===== src/rtl/adex_pkg.sv =====
// Shared definitions for the AdEx neuron: reset-mode codes, FSM states and
// a saturating adder used by the adaptation datapath.
package adex_pkg;

    localparam int unsigned RESET_ZERO     = 0;
    localparam int unsigned RESET_SUBTRACT = 1;

    typedef enum logic {
        INTEG   = 1'b0,
        REFRACT = 1'b1
    } fsm_t;

    // Unsigned a + b, clipped to 2^width - 1 (width <= 32).
    function automatic logic [31:0] sat_add(input logic [31:0] a,
                                            input logic [31:0] b,
                                            input int unsigned width);
        logic [32:0] sum;
        logic [32:0] lim;
        sum = {1'b0, a} + {1'b0, b};
        lim = (33'd1 << width) - 33'd1;
        return (sum > lim) ? lim[31:0] : sum[31:0];
    endfunction

endpackage


===== src/rtl/adex_exp_term.sv =====
// Exponential upswing term of the AdEx membrane equation.
// Ports:
//   v      - current membrane potential
//   v_rheo - rheobase; term is zero at or below it
//   exp    - 1 << ((v - v_rheo) >> EXP_SHIFT), saturated to all ones
module adex_exp_term
    import adex_pkg::*;
#(
    parameter int unsigned WIDTH     = 8,
    parameter int unsigned EXP_SHIFT = 4
) (
    input  logic [WIDTH-1:0] v,
    input  logic [WIDTH-1:0] v_rheo,
    output logic [WIDTH-1:0] exp
);

    logic [WIDTH-1:0] diff;
    logic [WIDTH-1:0] sh;

    // Power-of-two approximation of exp(); shifts past the word saturate.
    always_comb begin
        exp  = '0;
        diff = '0;
        sh   = '0;
        if (v > v_rheo) begin
            diff = v - v_rheo;
            sh   = diff >> EXP_SHIFT;
            if (32'(sh) >= WIDTH) begin
                exp = '1;
            end else begin
                exp = WIDTH'(1) << sh;
            end
        end
    end

endmodule


===== src/rtl/adex_neuron.sv =====
// Adaptive exponential integrate-and-fire neuron with shift leak,
// spike-triggered adaptation, refractory period and selectable reset mode.
// Ports:
//   clk, rst_n  - clock, asynchronous active-low reset
//   en          - update enable; low holds all state, spike forced low
//   current     - synaptic input current
//   threshold   - firing threshold
//   v_rheo      - rheobase for the exponential term
//   spike       - one-cycle spike pulse (registered)
//   state       - membrane potential v (registered)
//   adapt       - adaptation variable w (registered)
//   refractory  - high while the neuron is refractory (registered)
module adex_neuron
    import adex_pkg::*;
#(
    parameter int unsigned WIDTH          = 8,
    parameter int unsigned ADAPT_WIDTH    = 8,
    parameter int unsigned LEAK_SHIFT     = 3,
    parameter int unsigned EXP_SHIFT      = 4,
    parameter int unsigned ADAPT_B        = 16,
    parameter int unsigned TAU_W_SHIFT    = 4,
    parameter int unsigned REFRACT_CYCLES = 4,
    parameter int unsigned RESET_MODE     = 0
) (
    input  logic                   clk,
    input  logic                   rst_n,
    input  logic                   en,
    input  logic [WIDTH-1:0]       current,
    input  logic [WIDTH-1:0]       threshold,
    input  logic [WIDTH-1:0]       v_rheo,
    output logic                   spike,
    output logic [WIDTH-1:0]       state,
    output logic [ADAPT_WIDTH-1:0] adapt,
    output logic                   refractory
);

    // Headroom for v + current + exp (positive) and -w (negative).
    localparam int unsigned BASE_W = (WIDTH > ADAPT_WIDTH) ? WIDTH : ADAPT_WIDTH;
    localparam int unsigned RAW_W  = BASE_W + 3;
    localparam int unsigned CNT_W  = (REFRACT_CYCLES > 0) ? $clog2(REFRACT_CYCLES + 1) : 1;

    fsm_t                   fsm_q;
    logic [CNT_W-1:0]       cnt_q;

    logic [WIDTH-1:0]       exp_v;
    logic [RAW_W-1:0]       raw;
    logic [WIDTH-1:0]       vc;
    logic [WIDTH-1:0]       v_fire;
    logic                   fire;
    logic [ADAPT_WIDTH-1:0] w_dec;
    logic [ADAPT_WIDTH-1:0] w_spk;

    adex_exp_term #(
        .WIDTH     (WIDTH),
        .EXP_SHIFT (EXP_SHIFT)
    ) u_exp (
        .v      (state),
        .v_rheo (v_rheo),
        .exp    (exp_v)
    );

    // Membrane update with clamping to [0, 2^WIDTH-1], plus adaptation terms.
    always_comb begin
        raw = RAW_W'(state) - RAW_W'(state >> LEAK_SHIFT) + RAW_W'(current)
            + RAW_W'(exp_v) - RAW_W'(adapt);
        if (raw[RAW_W-1]) begin
            vc = '0;
        end else if (|raw[RAW_W-2:WIDTH]) begin
            vc = '1;
        end else begin
            vc = raw[WIDTH-1:0];
        end
        fire   = (vc >= threshold);
        v_fire = (RESET_MODE == RESET_SUBTRACT) ? (vc - threshold) : '0;
        // Decay first, then add the spike increment.
        w_dec  = adapt - (adapt >> TAU_W_SHIFT);
        w_spk  = ADAPT_WIDTH'(sat_add(32'(w_dec), 32'(ADAPT_B), ADAPT_WIDTH));
    end

    // FSM, refractory counter and datapath registers.
    always_ff @(posedge clk or negedge rst_n) begin
        if (!rst_n) begin
            fsm_q      <= INTEG;
            cnt_q      <= '0;
            state      <= '0;
            adapt      <= '0;
            spike      <= 1'b0;
            refractory <= 1'b0;
        end else if (!en) begin
            spike <= 1'b0;
        end else begin
            case (fsm_q)
                INTEG: begin
                    if (fire) begin
                        spike <= 1'b1;
                        state <= v_fire;
                        adapt <= w_spk;
                        if (REFRACT_CYCLES != 0) begin
                            fsm_q      <= REFRACT;
                            cnt_q      <= CNT_W'(REFRACT_CYCLES);
                            refractory <= 1'b1;
                        end
                    end else begin
                        spike <= 1'b0;
                        state <= vc;
                        adapt <= w_dec;
                    end
                end
                REFRACT: begin
                    spike <= 1'b0;
                    adapt <= w_dec;
                    cnt_q <= cnt_q - CNT_W'(1);
                    if (cnt_q == CNT_W'(1)) begin
                        fsm_q      <= INTEG;
                        refractory <= 1'b0;
                    end
                end
                default: begin
                    fsm_q      <= INTEG;
                    refractory <= 1'b0;
                end
            endcase
        end
    end

endmodule


===== config.mk =====
export PLATFORM = sky130hd
export DESIGN_NAME = adex_neuron
export DESIGN_NICKNAME = d
export VERILOG_FILES = /design/src/rtl/adex_pkg.sv /design/src/rtl/adex_exp_term.sv /design/src/rtl/adex_neuron.sv
export SDC_FILE = /design/constraint.sdc
export NUM_CORES = 1
export LEC_CHECK = 0
export CAP_MARGIN = 20
export CELL_PAD_IN_SITES_DETAIL_PLACEMENT = 0
export CELL_PAD_IN_SITES_GLOBAL_PLACEMENT = 1
export CORE_MARGIN = 3
export CORE_UTILIZATION = 46
export CTS_BUF_LIST = sky130_fd_sc_hd__clkbuf_4 sky130_fd_sc_hd__clkbuf_8
export DETAILED_ROUTE_END_ITERATION = 16
export PLACE_DENSITY = 0.92
export SETUP_SLACK_MARGIN = 0.15
export SLEW_MARGIN = 25
export SYNTH_ARGS = -nofsm -noshare
export SYNTH_HDL_FRONTEND = slang
export SYNTH_SLANG_ARGS = --single-unit
export TNS_END_PERCENT = 5

===== constraint.sdc =====
create_clock -name clk -period 16.7 [get_ports clk]
set_input_delay 3.34 -clock clk [delete_from_list [all_inputs] [get_ports clk]]
set_output_delay 3.34 -clock clk [all_outputs]
set_load 0.02 [all_outputs]

Word level (Yosys, flattened, before mapping)
Index checks and enable logic that the tools add are counted.
- shift-type cells: 1
- divide/modulo/power cells: 0
- reduce and logical (&&, ||, !) cells: 4
- muxes and demuxes: 18
- equality and inequality tests: 3
- bitwise gates (word level): 1
- multipliers: 0
- add/subtract/negate cells: 8
- $lt $le $gt $ge: 4
- operators by type and width (kind ; number):
    $mux 8 ; 7
    $pmux 8 s2 ; 1
    $add 10x9->11 ; 1
    $sub 11x8->11 ; 1
    $add 9x9->10 ; 1
    $add 8x5->9 const B ; 1
    $gt 9x8->1 const B ; 1
    $sub 8x5->9 ; 1
    $ge 8x8->1 ; 1
    $gt 8x8->1 ; 1
    $shl 1x4->8 const A ; 1
    $sub 8x4->8 ; 1
    $sub 8x8->8 ; 1
    $pmux 1 s2 ; 3
    $pmux 3 s2 ; 1
    $mux 1 ; 5
    $ge 4x4->1 const B ; 1
    $reduce_and 2->1 ; 2
    $eq 3x1->1 const B ; 1
    $mux 3 ; 1
    $reduce_and 3->1 ; 1
    $sub 3x1->3 const B ; 1
    $ne 2x1->1 const B ; 1
    $ne 2x2->1 const B ; 1
    2 further kinds ; 2
- memories: 0
- logic and storage cells: 45
- bits in latches: 0
- output and inout bits: 18
- RAM bits: 0
- bits in read-only memories: 0
- register bits after elaboration: 22
- bits of input ports: 27

Depth between registers and ports, before layout
- word-level depth: 13
- mapped depth: 28
- mapped depth without buffers: 27

Modules after synthesis
From an unflattened synthesis, not the netlist that was laid out.
- cell total of the unflattened synthesis: 379
- area total of the unflattened synthesis: 3194.3 um^2
- modules (own cells, without submodules) (module ; times used ; sequential area each (um^2) ; cells each ; area each (um^2)):
    adex_neuron ; 1 ; 550.5 ; 310 ; 2670.1
    adex_exp_term ; 1 ; 0.0 ; 69 ; 524.3

Least setup slack after synthesis
Ideal clock, no wire load.
- path kind: input -> register
- start: input v_rheo[1]
- end: register state[1]
- library setup time: 0.067 ns
- slack: 7.466 ns
- arrival time: 9.168 ns
- data required time: 16.633 ns
- buffers on the path: 1
- stages: 27
- path through: inv_1 -> ha_1 -> nor2b_1 -> o21bai_1 -> a31oi_1 -> nor2_1 -> xor2_1 -> a21oi_1 -> fa_1 -> inv_1 -> fa_1 -> inv_1 -> ha_1 -> fa_1 -> a21oi_1 -> o21ai_0 -> a211oi_1 -> xnor2_1 -> and2_1 -> a21oi_1 -> ha_1 -> a21o_1 -> a221oi_1 -> o2111a_1 -> buf_2 -> a21boi_1 -> a221o_1
- cells in the longest elaborated chain, start to end: 11
- elaborated cells on any way between the ends: 13
- those cells by class: add/sub (3); order compare (3); shift (1); mux (5); reduce/logical (1)
- ends and longest elaborated chain (item ; line ; RTL):
    start: declaration ; adex_neuron.sv:30 ; input logic [WIDTH-1:0] v_rheo,
    $sub 8x8->8 ; adex_exp_term.sv:26 ; diff = v - v_rheo;
    $ge 4x4->1 / $shl 1x4->8 (equally long branches) ; adex_exp_term.sv:28, adex_exp_term.sv:31 ;
    $mux 8 ; adex_exp_term.sv:28 ; if (32'(sh) >= WIDTH) begin
    $mux 8 (*) ; adex_exp_term.sv:25 ; if (v > v_rheo) begin
    $add 10x9->11 (*) ; adex_neuron.sv:65 ; + RAW_W'(exp_v) - RAW_W'(adapt);
    $sub 11x8->11 (*) ; adex_neuron.sv:65 ;
    $reduce_or 2->1 ; adex_neuron.sv:68 ; end else if (|raw[RAW_W-2:WIDTH]) begin
    $mux 8 ; adex_neuron.sv:68 ;
    $mux 8 (*) ; adex_neuron.sv:66 ; if (raw[RAW_W-1]) begin
    $ge 8x8->1 ; adex_neuron.sv:73 ; fire = (vc >= threshold);
    $mux 8 (*) ; adex_neuron.sv:94 ; if (fire) begin
    end signal: assignment ; adex_neuron.sv:96 ; state <= v_fire;
    end signal: assignment ; adex_neuron.sv:105 ; state <= vc;
    end: declaration ; adex_neuron.sv:32 ; output logic [WIDTH-1:0] state,
Mark *: on every way between the ends. The rest lies on a longest branch, timed or not.
A chain may end at the register's enable or synchronous reset.

Final worst setup path
- start: input v_rheo[1]
- end: register state[0]
Same word-level chain as after synthesis.

==> flow_summary.yaml <==
route:
  postRouteWirelength_um: 7430
  vias: 2726
  dr.pass1.iters: 4
  vias_per_cell: 5.59
  drtIter0Drc: 134
  drtAntennaViolNets: 0
  drc_errors: 0
  routedWlPerCell_um: 15.2
sta:
  worst_pin_slew_ns: 0.716
  hold_viol: 0
  fin_crit_ns: 10.42
  clock_skew_ns: 0.00887
  finalSetupTns_ns: 0
  setup_viol: 0
  rsz0062_at_grt: "false"
  max_freq_mhz: 95.9
  fin_crit_sh_pct: 62.4
  drv_slew: 0
  slew_headroom_pct: 52.1
hold_path:
  hp-class: "reg2reg"
  holdCritStartpoint: "cnt_q[0]"
  whs_path_depth: 1
  hold-path-endpoint: "cnt_q[0]"
setup_path:
  critPathKind: "in2reg"
  r2r-end: "state[0]"
  r2r_slack_ns: 9.36
  crit_required_ns: 16.90
  path_max_fanout: 9
  cp-end-kind: "register"
  r2r-start: "state[1]"
  cp.arrival_ns: 10.62
  crit_path_start_kind: "input pin"
  reg2reg_depth: 25
floorplanning:
  dieArea_um2: 7640
  floorplan.initialDensity_pct: 47.8
  core_area_um2: 6390
  die_y_um: 87.4
  rows: 29
  die_w_um: 87.4
  ios: 45
cts:
  ctsHtreeMaxLevel: 1
  cts_tree: "done"
  ctsResizeCount: 0
  cts_root_buf: "clkbuf_8"
  clockBufferDepth: 2
  cts.reportedPaths.clkPinSlew_ns: 0.09
  cts_buffers: 3
  hold_buffers: 0
  cts_setup_buffers: 0
  clock-sinks: 22
  worstSkewPairLatency_ns: 0.26
final_layout:
  nets: 497
  seqCellArea_um2: 551
  diodes: 0
  area_growth_pct: 18.9
  nFillCells: 592
  multi_input_area_um2: 2200
  fin_area_um2: 3630
  drive_gt1_share_pct: 3.41
  final_util_pct: 56.8
global_routing:
  grt_max_degree: 23
  grtUsageMet2_pct: 33.7
  grt_pass1_vias: 2621
  grt_pass1_wl_um: 12300
  overflow: 0
  grtUsageMet1_pct: 28.3
  grt.busiest_layer: "met2"
  grt_use_met3_pct: 0.757
  antenna_found_initial: 0
  grtUsageTotal_pct: 20.0
logic_synthesis:
  ys_seq_elements: 22
  ys_seq_area_share_pct: 18.0
  ys.warnings.count: 0
  synth.distinct_cells: 55
  synth_common_cells: "72 x inv_1, 39 x ha_1, 26 x a21oi_1, 22 x dfrtp_1, 22 x o21ai_0"
  async_reset_ff_share_pct: 100
  yosysMostFrequentCell: "inv_1"
  synth_top_area_share_pct: 18.0
  synth_area_um2: 3050
  synthFlopType: "dfrtp_1"
  syn-num-nets: 455
  synth_enable_flop_cells: 0
  synth_top_area_cell: "dfrtp_1"
  syn_inst: 370
  avgSynthCellArea_um2: 8.24
  synth_area_leaders: "dfrtp_1 18%, ha_1 16%, fa_1 12%"
placement:
  gp_congestion: 0.852
  io_buffers: 44
  place_area_um2: 3560
  hpwl_um: 6280
job:
  maxCapViolations: 0
status:
  status: "completed"
-- worst max-delay path by stage --
| stage | startpoint | endpoint | slack (ns) | cells past startpoint |
|---|---|---|---|---|
| floorplan | v_rheo[1] | state[1] | 7.47 | 27 |
| global placement | v_rheo[1] | state[2] | 6.24 | 27 |
| detailed placement | v_rheo[1] | state[0] | 6.12 | 27 |
| CTS | v_rheo[1] | state[0] | 6.33 | 27 |
| global route | v_rheo[1] | state[1] | 5.80 | 27 |
| finish | v_rheo[1] | state[0] | 6.28 | 27 |
-- worst max-delay path: stages --
cell and delay, ns:
clkdlybuf4s50_1 0.45, inv_1 0.04, ha_1 0.30, nor2b_1 0.15
o21bai_1 0.24, a31oi_1 0.17, nor2_1 0.21, xor2_1 0.42
a21oi_1 0.15, fa_1 0.50, inv_1 0.06, fa_1 0.55
inv_1 0.04, ha_1 0.23, fa_1 0.42, a21oi_1 0.18
o21ai_0 0.16, a211oi_1 0.32, xnor2_1 0.32, and2_1 0.30
a21oi_1 0.10, ha_1 0.32, and3_1 0.17, a221oi_1 0.53
o2111a_1 0.48, a21boi_1 0.31, a221o_1 0.15
-- kinds of logic after synthesis --
| logic type | after synthesis | share of synthesized area, % |
|---|---|---|
| buffers and inverters | 79 | 9.76 |
| multiplexers | 1 | 0.328 |
| flip-flops | 22 | 18.0 |
| AO/OA/AOI/OAI | 113 | 25.3 |
| adder cells (fa/ha/maj) | 58 | 28.5 |
| XOR/XNOR | 19 | 5.46 |
| AND/OR/NAND/NOR | 78 | 12.7 |
-- per-stage QoR --
stage	setup WS [ns]	hold slack (ns)	instances
final	6.28	0.509	488
after global routing	5.80	0.557	488
after CTS	6.33	0.518	488
after detailed placement	6.12	0.505	484
after global placement	6.24	0.494	484
after floorplan	7.47	0.478	370
-- final cells by class --
cell class              instances  share of cell area (%)
repair buffers                 44                    12.0
inverters                      72                    7.45
well taps                      77                    2.66
multi-input cells             269                    60.7
clock inverters                 1                   0.828
clock buffers                   3                    1.14
flip-flops and latches         22                    15.2
-- layer usage --
metal	routed length, um	part of all wire, %
met2	3510	47
met5	0	0
met3	240	3.2
met1	3560	48
met4	113	1.5
-- cells in the final DEF, fill, tap and decap left out, types with 6 or more instances in the layout --
cell,Yosys,final
dfrtp_1,22,22
nand3_1,8,8
nor2_1,15,15
o21a_1,7,7
xnor2_1,15,15
ha_1,39,39
fa_1,19,19
nand2_1,21,21
a22o_1,6,6
o21ai_0,22,22
nor3_1,6,6
a21oi_1,26,26
inv_1,72,72
clkdlybuf4s50_1,0,43
-- state kept, by name, indices dropped and copies added (netlist names) --
name / count
refractory: 1
fsm_q: 1
adapt: 8
state: 8
cnt_q: 3
spike: 1
Power is left out: the tool's default activity adds up to more than one toggle a clock period on the data nets, which glitch-free logic cannot reach.
